===== src/rtl/tmds_timing_gen.sv =====
// ---------------------------------------------------------------------------
// tmds_timing_gen
//   Transmit-side video timing generator for the TMDS encoder path. Produces
//   hsync, vsync and data-enable, plus raw line/frame counters and active
//   video coordinates. Defaults give 1280x720p60 (1650x750 total).
//
//   A run/stop control lets the sink path wait until its pixel FIFO is
//   primed. Once started, a frame always completes: run is only looked at
//   in the last pixel of a frame.
//
// Ports
//   tx0_pclk     pixel clock, sole clock
//   rstbtn_n     synchronous reset, active low
//   run          start / keep generating frames
//   tx0_hsync    horizontal sync (active level HSYNC_POL)
//   tx0_vsync    vertical sync (active level VSYNC_POL)
//   tx0_de       active-video enable
//   video_req    pixel request to the upstream FIFO
//   frame_start  one-cycle pulse on the first pixel of each frame
//   busy         generator is in RUN
//   hcounter     pixel position in line, 0..H_TOTAL-1
//   vcounter     line position in frame, 0..V_TOTAL-1
//   video_hcnt   active x coordinate, 0 outside active video
//   video_vcnt   active y coordinate, 0 outside active video
//
// Build option
//   TMDS_TIMING_GEN_PREFETCH_EN
//     defined    : video_req leads tx0_de by one cycle, so a registered FIFO
//                  read lands aligned with de.
//     undefined  : video_req is identical to tx0_de.
// ---------------------------------------------------------------------------
module tmds_timing_gen #(
  parameter int H_ACTIVE  = 1280,
  parameter int H_FP      = 110,
  parameter int H_SYNC    = 40,
  parameter int H_BP      = 220,
  parameter int V_ACTIVE  = 720,
  parameter int V_FP      = 5,
  parameter int V_SYNC    = 5,
  parameter int V_BP      = 20,
  parameter bit HSYNC_POL = 1'b1,
  parameter bit VSYNC_POL = 1'b1
) (
  input  logic        tx0_pclk,
  input  logic        rstbtn_n,
  input  logic        run,
  output logic        tx0_hsync,
  output logic        tx0_vsync,
  output logic        tx0_de,
  output logic        video_req,
  output logic        frame_start,
  output logic        busy,
  output logic [10:0] hcounter,
  output logic [10:0] vcounter,
  output logic [10:0] video_hcnt,
  output logic [10:0] video_vcnt
);

  localparam int H_TOTAL = H_ACTIVE + H_FP + H_SYNC + H_BP;
  localparam int V_TOTAL = V_ACTIVE + V_FP + V_SYNC + V_BP;

  localparam logic [10:0] H_LAST     = 11'(H_TOTAL - 1);
  localparam logic [10:0] V_LAST     = 11'(V_TOTAL - 1);
  localparam logic [10:0] H_ACT      = 11'(H_ACTIVE);
  localparam logic [10:0] V_ACT      = 11'(V_ACTIVE);
  localparam logic [10:0] H_SYNC_BEG = 11'(H_ACTIVE + H_FP);
  localparam logic [10:0] H_SYNC_END = 11'(H_ACTIVE + H_FP + H_SYNC);
  localparam logic [10:0] V_SYNC_BEG = 11'(V_ACTIVE + V_FP);
  localparam logic [10:0] V_SYNC_END = 11'(V_ACTIVE + V_FP + V_SYNC);

  typedef enum logic {
    ST_IDLE = 1'b0,
    ST_RUN  = 1'b1
  } state_t;

  state_t state;
  logic   start_pend;   // run seen in IDLE; first pixel goes out next cycle

  // ---- raster helpers (pure functions of a position) ----------------------
  function automatic logic [10:0] step_h(input logic [10:0] h);
    return (h == H_LAST) ? 11'd0 : h + 11'd1;
  endfunction

  function automatic logic [10:0] step_v(input logic [10:0] h, input logic [10:0] v);
    if (h != H_LAST) return v;
    return (v == V_LAST) ? 11'd0 : v + 11'd1;
  endfunction

  function automatic logic in_active(input logic [10:0] h, input logic [10:0] v);
    return (h < H_ACT) && (v < V_ACT);
  endfunction

  // ---- next position / next state -----------------------------------------
  logic        go_n;     // next cycle is a RUN cycle
  logic        pend_n;
  logic [10:0] h_n;
  logic [10:0] v_n;
  logic        de_n;
  logic        req_n;
  logic        frame_end;

  assign frame_end = (hcounter == H_LAST) && (vcounter == V_LAST);

  // NOTE: every always_comb output gets a default before any branch, so no
  // path can leave a value held and infer a latch.
  always_comb begin
    go_n   = 1'b0;
    pend_n = 1'b0;
    h_n    = '0;
    v_n    = '0;
    unique case (state)
      ST_IDLE: begin
        if (start_pend) go_n = 1'b1;   // enter RUN at position 0,0
        else            pend_n = run;
      end
      ST_RUN: begin
        // run only matters on the last pixel of the frame
        if (!(frame_end && !run)) begin
          go_n = 1'b1;
          h_n  = step_h(hcounter);
          v_n  = step_v(hcounter, vcounter);
        end
      end
      default: ;
    endcase
  end

  assign de_n = go_n && in_active(h_n, v_n);

`ifdef TMDS_TIMING_GEN_PREFETCH_EN
  // Request reflects the pixel one position ahead. While pending start the
  // next shown pixel is 0,0, which is always active. On the last pixel of a
  // frame the request assumes the frame sequence continues, as run is not
  // known until that cycle.
  assign req_n = pend_n || (go_n && in_active(step_h(h_n), step_v(h_n, v_n)));
`else
  assign req_n = de_n;
`endif

  // ---- registered state and outputs ---------------------------------------
  // All outputs are loaded from the same next position, so sync, de and
  // coordinates always describe the counters shown in the same cycle.
  // NOTE: reset is sampled on the clock edge (synchronous), and all state
  // uses non-blocking assignment so every register sees pre-edge values.
  always_ff @(posedge tx0_pclk) begin
    if (!rstbtn_n) begin
      state       <= ST_IDLE;
      start_pend  <= 1'b0;
      hcounter    <= '0;
      vcounter    <= '0;
      video_hcnt  <= '0;
      video_vcnt  <= '0;
      tx0_de      <= 1'b0;
      video_req   <= 1'b0;
      frame_start <= 1'b0;
      tx0_hsync   <= ~HSYNC_POL;
      tx0_vsync   <= ~VSYNC_POL;
    end else begin
      state       <= go_n ? ST_RUN : ST_IDLE;
      start_pend  <= pend_n;
      hcounter    <= h_n;
      vcounter    <= v_n;
      video_hcnt  <= de_n ? h_n : 11'd0;
      video_vcnt  <= de_n ? v_n : 11'd0;
      tx0_de      <= de_n;
      video_req   <= req_n;
      frame_start <= go_n && (h_n == 11'd0) && (v_n == 11'd0);
      tx0_hsync   <= (go_n && (h_n >= H_SYNC_BEG) && (h_n < H_SYNC_END)) ?
                     HSYNC_POL : ~HSYNC_POL;
      tx0_vsync   <= (go_n && (v_n >= V_SYNC_BEG) && (v_n < V_SYNC_END)) ?
                     VSYNC_POL : ~VSYNC_POL;
    end
  end

  assign busy = (state == ST_RUN);

endmodule

===== config.mk =====
export PLATFORM = sky130hd
export DESIGN_NAME = tmds_timing_gen
export DESIGN_NICKNAME = d
export VERILOG_FILES = /design/src/rtl/tmds_timing_gen.sv
export SDC_FILE = /design/constraint.sdc
export NUM_CORES = 1
export LEC_CHECK = 0
export ABC_CLOCK_PERIOD_IN_PS = 3300
export BUFFER_PORTS_ARGS = -buffer_cell sky130_fd_sc_hd__buf_2
export CAP_MARGIN = 30
export CORE_UTILIZATION = 41
export DETAILED_ROUTE_END_ITERATION = 8
export GPL_TIMING_DRIVEN = 1
export HOLD_SLACK_MARGIN = 0.05
export PLACE_DENSITY = 0.61
export SYNTH_ARGS = -nofsm -noshare
export SYNTH_HDL_FRONTEND = slang
export SYNTH_SLANG_ARGS = --single-unit
export TNS_END_PERCENT = 5

===== constraint.sdc =====
create_clock -name tx0_pclk -period 3.3 [get_ports tx0_pclk]
set_clock_uncertainty 0.05 [all_clocks]
set_input_delay 0.165 -clock tx0_pclk [delete_from_list [all_inputs] [get_ports tx0_pclk]]
set_output_delay 0.165 -clock tx0_pclk [all_outputs]
set_load 0.02 [all_outputs]

# == Word-level counts from Yosys, hierarchy flattened ==
# Index checks and enable logic that the tools add are counted.
# classes
n_addsub,2
order_cmp,6
n_eq_ne,3
n_mux,17
bitwise_logic,2
reduce_logical,15
# ops
cell,n
$mux 11,8
$add 11x1->11 const B,2
$logic_not 11->1,2
$lt 11x10->1 const B,2
$lt 11x11->1 const B,2
$eq 11x10->1 const B,1
$eq 11x11->1 const B,1
$ge 11x10->1 const B,1
$ge 11x11->1 const B,1
$ne 11x11->1 const B,1
$logic_and 1x1->1,10
$mux 1,8
$reduce_or 3->1,1
$not 1->1,2
$pmux 1 s2,1
$reduce_and 2->1,1
$logic_not 1->1,1
# word_totals
regBits,50
inputBits,3
output_inout_bits,50

# == Depth between registers and ports, before layout ==
# Gate-level depths: netlist of run 1.
# logic_depth
depth_word,12
mapped_depth,11
mapped_depth_nobuf,8

# == Least setup slack after synthesis of run 1 ==
# Ideal clock, no wire load.
# synth_path
path_kind,flip-flop to flip-flop
startpoint,register hcounter[0]
endpoint,register video_hcnt[0]
setup_ps,136
arrival_ps,2774
t_required_ps,3114
slack_ps,340
stages_incl_launch_ff,10
cell_sequence,dfxtp_1 ha_1 or4b_1 buf_2 or3_4 or3_1 and2_4 nor4b_4 buf_6 nor4_2
# synth_between
elab_chain_cells,11
# synth_rtl
item,line,text
from (decl),53,"output logic [10:0] hcounter,"
from (signal assigned),161,hcounter <= h_n;
branches (longest 11 deep; another with $add 11x1->11),-,
to (signal assigned),163,video_hcnt <= de_n ? h_n : 11'd0;
to (decl),55,"output logic [10:0] video_hcnt,"
# Parallel ways; which one is timed is not known. The select of a mux whose other input is x is not followed.
# A chain may end at the register's enable or synchronous reset.

# == Worst setup path in the final report of run 1 ==
# layout_path
startpoint,register hcounter[1]
endpoint,register video_vcnt[6]
# layout_between
elab_chain_cells,11
# layout_rtl
item,line,text
branches (longest 11 deep; another with $add 11x1->11),-,
to (signal assigned),164,video_vcnt <= de_n ? v_n : 11'd0;
to (decl),56,output logic [10:0] video_vcnt
# Parallel ways; which one is timed is not known. The select of a mux whose other input is x is not followed.

==> results.toml, run 1 <==
[cts]
clock_latency_ns = 0.32
cts_tree = "built"
cts.repair.resized = 0
hold_buffers = 0
clock-root-buffer = "clkbuf_8"
cts_sinks = 50
cts_buffers = 5
clkTransAtPathRegs_ns = 0.10
cts.htree.levels = 2
clock_path_buffers = 2
cts_setup_buffers = 0

[synth]
synth_warnings = 0
syn_area_um2 = 2590
avgSynthCellArea_um2 = 8.81
ys_seq_area_share_pct = 38.7
synth_cell_type_count = 61
synth_edf_count = 0
synth_seq_cells = 50
ys.flop_type = "dfxtp_1"
synth_cells = 294
synthArstFlopShare_pct = 0
synth_fp_nets = 301

[sta]
timing.final.crit_share_pct = 91.3
fmax_mhz = 332
drv_slew = 0
hold_violations = 0
tightest_slew_ns = 0.500
slew_headroom_pct = 66.3
fin_tns_setup_ns = 0
rsz0062_at_grt = "no"
finalSetupViolCount = 0
fin_crit_ns = 3.01

[floorplan]
row_count = 28
core_um2 = 5990
boundaryPins = 53
start_util_pct = 43.2
dieWidth_um = 81.5
dieArea_um2 = 6640
die_h_um = 81.5

[worst_setup_path]
reg2reg_setup_slack_ns = 0.29
worstSetupEndpointType = "flip-flop"
start_kind = "flip-flop"
path_max_fanout = 11
worstPathArrival_ns = 3.17
reg2reg_depth = 9
crit_required_ns = 3.45
critPathKind = "reg2reg"
rr_startpoint = "hcounter[1]"
r2r-end = "video_vcnt[6]"

[routing]
firstDrtPassIters = 4
vias = 2339
vias_per_cell = 5.52
ant_nets = 0
finalWirelength_um = 6460
drcViolationCount = 0
drtIter0Drc = 139
wl_per_cell_um = 15.2

[global_routing]
grt_util_all_layers_pct = 20.9
grt_antenna_before_repair = 0
grt_overflow = 0
grt_first_pass_wirelength_um = 10500
grt_max_degree = 18
grt_pass1_vias = 2194

[cells_and_area]
nFillCells = 590
final_cell_mix = "buf_2 (52), dfxtp_1 (50), nor2_1 (23)"
layout_commonest_cell = "buf_2"
drive_gt1_share_pct = 26.1
syn2layout_area_growth_pct = 18.0
final_nets = 355
insertedDiodeCount = 0

[pwr]
total_power_uw = 1060
power.leakage_uw = 0.00125
powerDensity_nw_per_um2 = 347
peakVddDrop_v = 0.000186

[place]
place_hpwl_um = 4880
gp_congestion = 0.814
port_buffers = 52

[worst_hold_path]
hold_depth = 2
min_from = "run"
hold_class = "in2reg"
whs_endpoint = "start_pend"

[run]
cap_violations = 0

[outcome]
outcome = "complete, no violations"
[metrics by stage]
stage               utilization, %  cell area [um2]  hold slack [ns]  setup WS, ns  std cells
finish                        51.0             3060           0.0581         0.286        424
global route                  51.0             3060           0.0651         0.143        424
CTS                           51.0             3060           0.0588         0.295        424
detailed placement            49.4             2960            0.363         0.325        416
global placement              49.4             2960            0.357         0.394        416
floorplan                        -             2590            0.271         0.340        294
[how the worst max path moves through the flow]
stage | endpoint | depth (start not counted) | startpoint | slack (ns)
finish | video_vcnt[6] | 9 | hcounter[1] | 0.29
global route | video_vcnt[6] | 9 | hcounter[1] | 0.14
CTS | video_vcnt[6] | 9 | hcounter[1] | 0.30
detailed placement | video_vcnt[6] | 9 | hcounter[1] | 0.32
global placement | video_hcnt[2] | 9 | hcounter[1] | 0.39
floorplan | video_hcnt[0] | 9 | hcounter[0] | 0.34
[cell families (layout without fill, tap and decap cells)]
family                   count (synthesis)  after routing  synth area share (%)
AO/OA/AOI/OAI                           50             50                  13.5
flip-flops                              50             50                  38.7
AND/OR/NAND/NOR                        135            135                  31.9
adder cells (fa/ha/maj)                  4              4                  1.93
XOR/XNOR                                20             20                  6.77
other                                    1              1                 0.145
buffers and inverters                   30             85                  5.51
multiplexers                             4              4                  1.55
[power by group]
part | switching, uW | leakage (uW) | internal, uW | total, uW
clock network | 219 | 0.0000447 | 153 | 372
registers | 6.65 | 0.000404 | 611 | 618
logic | 43.6 | 0.000805 | 25.9 | 69.5
total | 269 | 0.00125 | 791 | 1060
[cell type report]
type	count	area, um2	share of cell area (%)
Multi-Input combinational cell	214	1450	47.3
Sequential cell	50	1000	32.8
Tap cell	75	93.8	3.07
Clock buffer	5	68.8	2.25
Timing Repair Buffer	70	395	12.9
Clock inverter	3	25.0	0.819
Inverter	7	26.3	0.860
[sequential cells by signal, summed over array words and instances, names as in the netlist]
signal	flops
busy	1
video_req	1
hcounter	11
tx0_vsync	1
video_vcnt	11
start_pend	1
tx0_hsync	1
frame_start	1
vcounter	11
video_hcnt	11
[metal layers]
layer / vias to the layer above / global-route usage [%] / share of wire (%)
met5: - / 0 / 0
met4: 0 / 8.57 / 2.1
met3: 12 / 3.11 / 3.3
met2: 47 / 36.8 / 50
met1: 1107 / 25.2 / 44
li1: 1173 / - / -
[synth_stat cells, types with 4 or more instances]
library cell	n	share of area, %
o21ai_0	12	2.3
and3_1	10	2.4
nor3b_1	9	2.6
ha_1	4	1.9
a21oi_1	9	1.7
clkbuf_1	15	2.2
nand2_1	15	2.2
nand2b_1	4	0.97
nor2_1	23	3.3
nor3_1	8	1.5
nor4_2	4	1.9
nor4_1	16	3.9
nor2b_1	4	0.97
mux2i_1	4	1.5
nand4_1	4	0.97
xnor2_1	14	4.7
nand3_1	12	2.3
inv_1	7	1.0
dfxtp_1	50	39
xor2_1	6	2.0
[critical path, cell delays in order (launching register included)]
cell	delay (ns)
dfxtp_1	0.37
inv_1	0.08
ha_1	0.13
or4b_1	0.56
or3_4	0.50
or3_1	0.41
and2_4	0.20
nor4b_4	0.29
buf_4	0.24
nor4_1	0.07
(Power assumes the default switching activity.)
==> run 2, diff against run 1 <==
- SETUP_SLACK_MARGIN: not set -> 0.4
==> run 2 against run 1 <==
  * Wire length is 1.3% higher
  * Sequential power is essentially flat
  * Sequential cell count stayed put
  * Non-clock buffer count grew 8
  * First-iteration DRC count decreased by 14%
  * Critical path type unchanged
  * Largest power group unchanged
  * Highest routed layer unchanged
==> results.toml, run 2 (synthesis results as in run 1) <==
[outcome]
outcome = "complete, no violations"

[sta]
worst_slack_ns = 0.483
fin_crit_ns = 2.82
drv_slew = 0
timing.final.crit_share_pct = 85.4
fmax_mhz = 355
hold_violations = 0
rsz0062_at_grt = "yes"
fin_tns_setup_ns = 0
hold_slack_ns = 0.0681
finalSetupViolCount = 0

[place]
dp_cells = 414
gp_congestion = 0.846
place_hpwl_um = 4740
port_buffers = 52
placed_area_um2 = 2960
place_ws_ns = 0.303

[cells_and_area]
final_nets = 363
layout_commonest_cell = "buf_2"
insertedDiodeCount = 0
final_cell_mix = "buf_2 (52), dfxtp_1 (48), nor2_1 (23)"
syn2layout_area_growth_pct = 23.9
drive_gt1_share_pct = 30.5
final_cells = 432
stdcell_area_um2 = 3210

[global_routing]
grt_util_all_layers_pct = 19.8
grt_pass1_vias = 2090
grt_overflow = 0
grt_first_pass_wirelength_um = 10000
grt_max_degree = 23
grt_antenna_before_repair = 0

[floorplan]
die_h_um = 81.5
row_count = 28
dieArea_um2 = 6640
start_util_pct = 43.2
core_um2 = 5990
dieWidth_um = 81.5
boundaryPins = 53

[routing]
drtIter0Drc = 120
firstDrtPassIters = 6
vias = 2425
finalWirelength_um = 6540
vias_per_cell = 5.61
wl_per_cell_um = 15.1
ant_nets = 0
drcViolationCount = 0

[cts]
cts_sinks = 50
cts.htree.levels = 2
hold_buffers = 0
clkTransAtPathRegs_ns = 0.09
clock-root-buffer = "clkbuf_8"
cts_buffers = 5
clock_latency_ns = 0.30
clock_path_buffers = 2
cts_tree = "built"

[worst_setup_path]
start_kind = "flip-flop"
crit_end = "video_vcnt[4]"
r2r-end = "video_vcnt[4]"
rr_startpoint = "hcounter[1]"
worstSetupEndpointType = "flip-flop"
startpoint = "hcounter[1]"
reg2reg_depth = 10
worstPathArrival_ns = 2.98
crit_required_ns = 3.46
reg2reg_setup_slack_ns = 0.48
critPathKind = "reg2reg"
path_max_fanout = 7

[worst_hold_path]
hold_depth = 2
hold_class = "in2reg"

[pwr]
peakVddDrop_v = 0.000190
power.leakage_uw = 0.00132
powerDensity_nw_per_um2 = 349

[run]
cap_violations = 0
-- run 2: changes by cell type in the layout (fill, tap and decap cells not counted), moves of 2 or more --
cell	before	now
buf_4	18	22
buf_6	0	3
dfxtp_1	50	48
dfxtp_4	0	2
nor4_1	16	13
nor4_2	4	7
-- run 2: worst min path at each step --
stage / end / slack [ns] / from
global placement: start_pend / 0.36 / start_pend
global route: start_pend / 0.07 / run
CTS: start_pend / 0.06 / run
floorplan: start_pend / 0.27 / run
detailed placement: start_pend / 0.37 / start_pend
finish: start_pend / 0.07 / run
-- run 2: timing repair --
| action | in CTS | in global routing |
|---|---|---|
| setup endpoints to repair | 20 | 20 |
| gates cloned | 0 | 2 |
| buffers inserted | 0 | 8 |
| hold endpoints to repair | 0 | 0 |
| resized for setup | 1 | 17 |
| pin swaps | 0 | 3 |
-- run 2: per-stage QoR --
step	total power, uW	util, %
detailed placement	701	49.4
CTS	1130	51.4
floorplan	678	-
global route	1160	53.5
global placement	701	49.4
finish	1120	53.5
-- run 2: power breakdown --
group	leakage [uW]	switching (uW)	total, uW	internal, uW
logic	0.000861	43.3	70.2	26.9
registers	0.000406	7.08	617	610
clock network	0.0000504	206	432	226
-- run 2: critical path, stage by stage, from the launching register on --
cell and delay (ns):
dfxtp_4 0.36, inv_1 0.05, ha_1 0.12, or4b_4 0.51
or3_4 0.40, o31a_1 0.34, o21bai_2 0.23, nor4b_4 0.08
buf_4 0.17, buf_4 0.15, nor4_1 0.25
-- run 2: layout make-up --
type                            count  area, um2
Clock buffer                        5       68.8
Clock inverter                      3       45.0
Fill cell                         577       2780
Inverter                            7       26.3
Multi-Input combinational cell    214       1490
Sequential cell                    50       1010
Tap cell                           75       93.8
Timing Repair Buffer               78        479
-- run 2: metal layers --
metal	routed length [um]	vias to the layer above	GRT usage (%)
met5	0	-	0
met4	116	0	6.07
met3	228	13	3.22
met2	3260	52	35.3
met1	2930	1167	24.3
li1	-	1193	-
